==> config.mk <==
export PLATFORM = sky130hd
export DESIGN_NAME = regs_wb
export DESIGN_NICKNAME = d
export VERILOG_FILES = /design/src/rtl/regs_wb_pkg.sv /design/src/rtl/regs_dbg_arb.sv /design/src/rtl/regs_wb.sv
export SDC_FILE = /design/constraint.sdc
export NUM_CORES = 2
export LEC_CHECK = 0
export BUFFER_PORTS_ARGS = -buffer_cell sky130_fd_sc_hd__buf_2
export CAP_MARGIN = 20
export CORE_UTILIZATION = 40
export DETAILED_ROUTE_END_ITERATION = 8
export HOLD_SLACK_MARGIN = 0.12
export PLACE_DENSITY = 0.63
export SLEW_MARGIN = 0
export SYNTH_ARGS = -nofsm -noshare
export SYNTH_HDL_FRONTEND = slang
export SYNTH_SLANG_ARGS = --single-unit
==> constraint.sdc <==
create_clock -name clk -period 6.1 [get_ports clk]
set_clock_uncertainty 0.05 [all_clocks]
set_input_delay 0.305 -clock clk [delete_from_list [all_inputs] [get_ports clk]]
set_output_delay 0.305 -clock clk [all_outputs]
set_load 0.1 [all_outputs]
==> src/rtl/regs_wb_pkg.sv <==
// Shared constants, types and FSM encodings for the regs_wb register file
// and its debug access arbiter.
package regs_wb_pkg;

    localparam int REG_NUM    = 32;
    localparam int REG_ADDR_W = 5;
    localparam int REG_DATA_W = 32;

    typedef logic [REG_ADDR_W-1:0] reg_addr_t;
    typedef logic [REG_DATA_W-1:0] reg_data_t;

    localparam reg_addr_t ZERO_REG = 5'd0;

    localparam logic [1:0] ST_IDLE = 2'd0;
    localparam logic [1:0] ST_WAIT = 2'd1;
    localparam logic [1:0] ST_ACK  = 2'd2;
    localparam logic [1:0] ST_DONE = 2'd3;

    // Same-cycle forwarding hit: a core write lands on the address being read.
    function automatic logic fwd_hit(input logic wen, input reg_addr_t waddr,
                                     input reg_addr_t raddr);
        return wen && (waddr == raddr) && (raddr != ZERO_REG);
    endfunction

endpackage

==> src/rtl/regs_dbg_arb.sv <==
// Debug access arbiter: four-phase handshake FSM, starvation counter and
// pipeline hold request. Core write-back always wins a conflicting cycle.
module regs_dbg_arb
    import regs_wb_pkg::*;
#(
    parameter int unsigned STARVE_LIMIT = 4
) (
    input  logic      clk,
    input  logic      rst,
    input  logic      dbg_req,
    input  logic      dbg_we,
    input  logic      conflict,
    input  reg_data_t rd_value,
    output logic      dbg_wr_en,
    output logic      dbg_ack,
    output reg_data_t dbg_rdata,
    output logic      hold_req
);

    localparam logic [3:0] LIMIT = 4'(STARVE_LIMIT);

    logic [1:0] state;
    logic [3:0] starve_cnt;

    // NOTE: outputs decoded in always_comb get a default first so no latch is inferred.
    always_comb begin
        dbg_wr_en = 1'b0;
        case (state)
            ST_IDLE: dbg_wr_en = dbg_req && dbg_we && !conflict;
            ST_WAIT: dbg_wr_en = !conflict;
            default: dbg_wr_en = 1'b0;
        endcase
    end

    assign dbg_ack = (state == ST_ACK);

    // NOTE: sequential state uses non-blocking assignments only.
    always_ff @(posedge clk) begin
        if (rst) begin
            state      <= ST_IDLE;
            starve_cnt <= '0;
            dbg_rdata  <= '0;
            hold_req   <= 1'b0;
        end else begin
            case (state)
                ST_IDLE: begin
                    if (dbg_req) begin
                        if (!dbg_we) begin
                            dbg_rdata <= rd_value;
                            state     <= ST_ACK;
                        end else if (conflict) begin
                            starve_cnt <= 4'd1;
                            state      <= ST_WAIT;
                        end else begin
                            state <= ST_ACK;
                        end
                    end
                end
                ST_WAIT: begin
                    if (!conflict) begin
                        starve_cnt <= '0;
                        hold_req   <= 1'b0;
                        state      <= ST_ACK;
                    end else begin
                        if (starve_cnt < LIMIT) starve_cnt <= starve_cnt + 4'd1;
                        // Hold follows the counter by one cycle, so it is a clean register output.
                        if (starve_cnt == LIMIT) hold_req <= 1'b1;
                    end
                end
                ST_ACK:  state <= ST_DONE;
                ST_DONE: if (!dbg_req) state <= ST_IDLE;
                default: state <= ST_IDLE;
            endcase
        end
    end

endmodule

==> src/rtl/regs_wb.sv <==
// Integer register file with two combinational read ports, core write-back and
// an arbitrated debug port. Optional same-cycle forwarding: define REGS_BYPASS_EN.
module regs_wb
    import regs_wb_pkg::*;
#(
    parameter int unsigned STARVE_LIMIT = 4
) (
    input  logic        clk,
    input  logic        rst,
    input  logic        reg_wen_i,
    input  logic [4:0]  rd_addr_i,
    input  logic [31:0] rd_data_i,
    input  logic [4:0]  rs1_addr_i,
    output logic [31:0] rs1_data_o,
    input  logic [4:0]  rs2_addr_i,
    output logic [31:0] rs2_data_o,
    input  logic        dbg_req_i,
    input  logic        dbg_we_i,
    input  logic [4:0]  dbg_addr_i,
    input  logic [31:0] dbg_wdata_i,
    output logic        dbg_ack_o,
    output logic [31:0] dbg_rdata_o,
    output logic        hold_req_o
);

    reg_data_t regs [REG_NUM];

    logic      core_wr;
    logic      dbg_conflict;
    logic      dbg_wr_en;
    reg_data_t rs1_arr;
    reg_data_t rs2_arr;
    reg_data_t dbg_arr;
    reg_data_t dbg_rd_value;

    assign core_wr = reg_wen_i && (rd_addr_i != ZERO_REG);
    // A debug write to x0 is discarded anyway, so it never has to wait.
    assign dbg_conflict = core_wr && (dbg_addr_i != ZERO_REG);

    // NOTE: the array is explicitly reset because every entry must read 0 after reset.
    always_ff @(posedge clk) begin
        if (rst) begin
            for (int i = 0; i < REG_NUM; i++) regs[i] <= '0;
        end else if (core_wr) begin
            regs[rd_addr_i] <= rd_data_i;
        end else if (dbg_wr_en && (dbg_addr_i != ZERO_REG)) begin
            regs[dbg_addr_i] <= dbg_wdata_i;
        end
    end

    assign rs1_arr = (rs1_addr_i == ZERO_REG) ? '0 : regs[rs1_addr_i];
    assign rs2_arr = (rs2_addr_i == ZERO_REG) ? '0 : regs[rs2_addr_i];
    assign dbg_arr = (dbg_addr_i == ZERO_REG) ? '0 : regs[dbg_addr_i];

`ifdef REGS_BYPASS_EN
    assign rs1_data_o   = fwd_hit(reg_wen_i, rd_addr_i, rs1_addr_i) ? rd_data_i : rs1_arr;
    assign rs2_data_o   = fwd_hit(reg_wen_i, rd_addr_i, rs2_addr_i) ? rd_data_i : rs2_arr;
    assign dbg_rd_value = fwd_hit(reg_wen_i, rd_addr_i, dbg_addr_i) ? rd_data_i : dbg_arr;
`else
    assign rs1_data_o   = rs1_arr;
    assign rs2_data_o   = rs2_arr;
    assign dbg_rd_value = dbg_arr;
`endif

    regs_dbg_arb #(
        .STARVE_LIMIT(STARVE_LIMIT)
    ) u_dbg_arb (
        .clk      (clk),
        .rst      (rst),
        .dbg_req  (dbg_req_i),
        .dbg_we   (dbg_we_i),
        .conflict (dbg_conflict),
        .rd_value (dbg_rd_value),
        .dbg_wr_en(dbg_wr_en),
        .dbg_ack  (dbg_ack_o),
        .dbg_rdata(dbg_rdata_o),
        .hold_req (hold_req_o)
    );

endmodule

---- After elaboration in Yosys (flattened, before gate mapping) ----
Memory sizes are Yosys's and may differ from the RTL's.
Index checks and enable logic that the tools add are counted.
storage, ports and cells
  register bits ........................... 39
  RAM bits ................................ 1,024
  input port bits ......................... 89
  memories ................................ 1
memories
  name  depth  width  rd ports  clocked after memory_dff  wr ports  RTL line       source
  regs  32     32     3         0                         32        regs_wb.sv:26  reg_data_t regs [REG_NUM];
cells by class
  add/subtract/negate cells ............... 1
  magnitude comparators ................... 1
  equal/unequal tests ..................... 11
  multiplexer cells ....................... 33
  bitwise gates (word level) .............. 1
  reductions and logical operators ........ 19
operators with widths
  operator                                                    number
  2-to-1 mux 32 bit                                           5
  OR reduction 32 bit                                         2
  2-to-1 mux 4 bit                                            5
  logical NOT 5 bit                                           3
  2-to-1 mux 1 bit                                            13
  2-to-1 mux 2 bit                                            5
  2-to-1 mux 5 bit                                            2
  inequality test 2 bit, second input constant                5
  nonzero test 5 bit                                          2
  one-hot mux 2 bit (4 select lines)                          1
  one-hot mux 4 bit (2 select lines)                          1
  AND reduction 3 bit                                         2
  logical AND 1 bit                                           5
  AND reduction 5 bit                                         1
  adder 4 x 1 -> 4 bit, second input constant                 1
  == test 2 bit, second input constant                        2
  == test 4 x 3 -> 1 bit, second input constant               1
  less-than comparator 4 x 3 -> 1 bit, second input constant  1
  inequality test 3 bit, second input constant                1
  == test 2 x 1 -> 1 bit, second input constant               1
  logical NOT 2 bit                                           1
  inequality test 2 x 1 -> 1 bit, second input constant       1
  one-hot mux 1 bit (2 select lines)                          1
  AND reduction 2 bit                                         1
  other kinds (3)                                             3

---- Logic depth before layout (Yosys ltp) ----
  word-level depth ........................ 13
  depth in mapped cells ................... 12

---- Modules after synthesis ----
From an unflattened synthesis, not the netlist that was laid out.
unflattened totals
  cell total of the unflattened synthesis .. 4,166
  area, all modules ....................... 64,115.2 µm²
by module, submodules not included
  module        times used  cells an instance  area each (µm²)
  regs_wb       1           3,961              62,436.1
  regs_dbg_arb  1           205                1,679.1

---- Least setup slack after synthesis ----
No wires, ideal clock.
  path type ............................... register to register
  start point ............................. register u_dbg_arb.state[0]
  end point ............................... memory regs[21][0] (netlist name), enable pin
  arrival ................................. 4,595 ps
  path slack .............................. 990 ps
  stages on the path, launching flop included .. 13
  path buffers ............................ 5
  period minus slack after synthesis ...... 5,110 ps
  cell sequence ........................... dfxtp_1 > inv_1 > ha_1 > clkbuf_1 > a31o_2 > o211a_1 > clkbuf_1 > a32o_1 > clkbuf_1 > nand3_1 > clkbuf_1 > buf_2 > o21ai_0
RTL lines
  what                    RTL line            source
  from (decl)             regs_dbg_arb.sv:22  logic [1:0] state;
  from (signal assigned)  regs_dbg_arb.sv:40  state <= ST_IDLE;
  from (signal assigned)  regs_dbg_arb.sv:50  state <= ST_ACK;
  from (signal assigned)  regs_dbg_arb.sv:53  state <= ST_WAIT;
  to (decl)               regs_wb.sv:26

==> out/results.ini <==
[layout]
utilization_pct=46.06
multiInputGateArea_mm2=0.02958
seqCellArea_mm2=0.03153
areaGrowthSynthToFinish_pct=13.67
n_fill_cell=13300
final_layout_size_suffix_gt1_share_pct=33.76
nets=4377

[clock_network]
htreeDepth=3
cts_setup_buffers=0
clk_pin_slew_ps=60
clock-sinks=1063
clk_root_buffer_cell=clkbuf_16
clock_path_buffers=3
worst_skew_pair.late_latency_ps=740
postCtsHoldBufs=30
cts_resized=0
cts_inserted_buffers=113
cts_tree=built

[synthesis]
ys_async_sr_fraction_pct=0
synth-seq-cells=1063
synth-seq-area-share_pct=50.28
synthTopCellsByArea=edfxtp_1 49%, mux4_2 30%, nor3_1 5.9%
synth_cells=4273
synth_top_area_cell=edfxtp_1
synth.distinct_cells=60
synthTopCellsByCount=1,024 x edfxtp_1, 834 x mux4_2, 738 x nor3_1
synth_ff_type=edfxtp_1
syn_area_per_cell_um2=14.68
netlist_area_mm2=0.06271
synth_edf_count=1024
synth_top_area_share_pct=49.03
synth.most_common_cell=edfxtp_1
yosysWarnings=0

[routing]
ant_nets=0
route.detailed.wl_per_inst_um=37.44
drt_wl_total_mm=240.7
drt-initial-drc-count=7616
vias=46220
drtPass1Iterations=6
drc_errors=0
viasPerCell=7.186

[timing]
worstMarginPinSlew_ps=1187
rsz0062_at_grt=false
tns_ps=0
fmax_ghz=0.2161
final.period_utilization_pct=75.88
finalSetupViolCount=0
period_minus_slack_ps=4629
slew_violations=0
slew_headroom_pct=20.03
final_hold_viol_count=0

[worst_setup_path]
cp.required_ps=6410
crit_path_cell_trace=inv_1, ha_1, a31o_2, o211a_1, a32o_1, nand3_4, o21ai_4, buf_4
crit_arrival_ps=4940
crit_path_start_kind=register
reg2reg_from=u_dbg_arb.state[0]$_SDFFE_PP0P_
cpPeakStageDelay_ps=750
end_kind=register
crit_start=u_dbg_arb.state[0]$_SDFFE_PP0P_
crit_slowest_cell=a32o_1
path_class=register to register
cp_max_fo=39

[placement]
gp_congestion=0.8765
hpwl_mm=135.8
io_buffers=186

[die]
fp.dieW_um=398.0
dieArea_mm2=0.1584
dieHeight_um=398.0
core_mm2=0.1548
start_util_pct=40.52
pin_count=187
num_rows=144

[grt]
grtUsageMet2_pct=43.51
antenna_found_initial=20
grt_max_degree=129
grt_pass1_vias=44830
grt_overflow=0
grtUsageMet1_pct=40.71
grt_pass1_wl_mm=337.2
grt_use_total_pct=30.17
busiest_layer=met2
grt_use_met3_pct=11.61

[run]
max_cap_viol_count=0

[power_and_ir_drop]
power_mw=20.02
p_per_area_mw_per_mm2=280.9
ir_drop_v=0.0002817
power_leakage_nw=23.55

[run_status]
status=finished, final reports clean

[min_path]
min_path_type=input pin to register
worstHoldStart=dbg_wdata_i[9]

==> where the power goes <==
group          internal [mW]  total, mW  switching (mW)
logic                   1.42       4.43            3.01
registers               8.36       8.62           0.259
clock network           3.93       6.97            3.04
==> metrics by stage <==
step / hold WS, ps / setup WS (ps) / area [um2] / cells
2_1_floorplan: 406.7 / 989.6 / 62830 / 4304
3_3_place_gp: 400.9 / 1546 / 66590 / 6131
3_5_place_dp: 405.4 / 1417 / 66660 / 6134
4_1_cts: 120.2 / 1647 / 70640 / 6375
5_1_grt: 133.2 / 1306 / 71270 / 6423
6_report: 150.0 / 1471 / 71290 / 6431
==> metal layers <==
metal / part of all wire [%] / up-vias / routed length [um]
met5: 0.067 / - / 161
met4: 4.8 / 22 / 11480
li1: - / 17580 / -
met3: 17 / 719 / 40490
met1: 35 / 23750 / 84320
met2: 43 / 4144 / 104300
==> placed cells by master (no fill, tap or decap), types with 50 or more instances in the layout <==
| cell type | count |
|---|---|
| edfxtp_1 | 1024 |
| mux4_2 | 834 |
| nor3_1 | 738 |
| nor2_1 | 263 |
| buf_2 | 174 |
| nand2_1 | 137 |
| buf_4 | 133 |
| mux2i_1 | 127 |
| clkbuf_16 | 116 |
| inv_1 | 74 |
| o21ai_0 | 73 |
| a22oi_1 | 63 |
| dlygate4sd3_1 | 57 |
| buf_12 | 50 |
==> final timing paths <==
path	endpoint	cells past startpoint	slack (ps)
worst min register to register	u_dbg_arb.dbg_rdata[15]$_SDFFE_PP0P_	1	420
worst max register to register	regs[21][2]$_SDFFCE_PN0P_	8	1470
worst max-delay path	regs[21][2]$_SDFFCE_PN0P_	8	1470
worst min-delay path	regs[29][9]$_SDFFCE_PN0P_	4	150
==> state kept, by name, indices dropped and copies added (netlist names) <==
name,flops
u_dbg_arb.hold_req,1
u_dbg_arb.starve_cnt,4
u_dbg_arb.state,2
regs,1024
u_dbg_arb.dbg_rdata,32
==> cell families (layout without fill, tap and decap cells) <==
| kind of cell | count (synthesis) | after routing | share of synthesized area [%] |
|---|---|---|---|
| other | 1 | 41 | 0.005980 |
| buffers and inverters | 639 | 713 | 3.990 |
| AOI/OAI and AO/OA | 366 | 366 | 4.126 |
| DFF | 1063 | 1063 | 50.28 |
| adders and majority gates | 6 | 6 | 0.1197 |
| and+or+nand+nor | 1203 | 1203 | 8.954 |
| muxes | 995 | 995 | 32.53 |
==> worst max-delay path, delay by kind of cell (launching register included) <==
family                   cells  cell delay (ps)
adder cells (fa/ha/maj)      1              340
AND/OR/NAND/NOR              1              700
buffers and inverters        2              700
AO/OA/AOI/OAI                4             2030
flip-flops                   1              350
==> cell type report <==
| type | instances | area share (%) |
|---|---|---|
| multi-input cells | 2602 | 41.50 |
| flip-flops and latches | 1063 | 44.23 |
| clock buffers | 173 | 4.625 |
| well taps | 2044 | 3.588 |
| clock inverters | 38 | 0.5318 |
| diodes | 9 | 0.03159 |
| inverters | 74 | 0.3897 |
| repair buffers | 428 | 5.104 |
(Power assumes the default switching activity.)
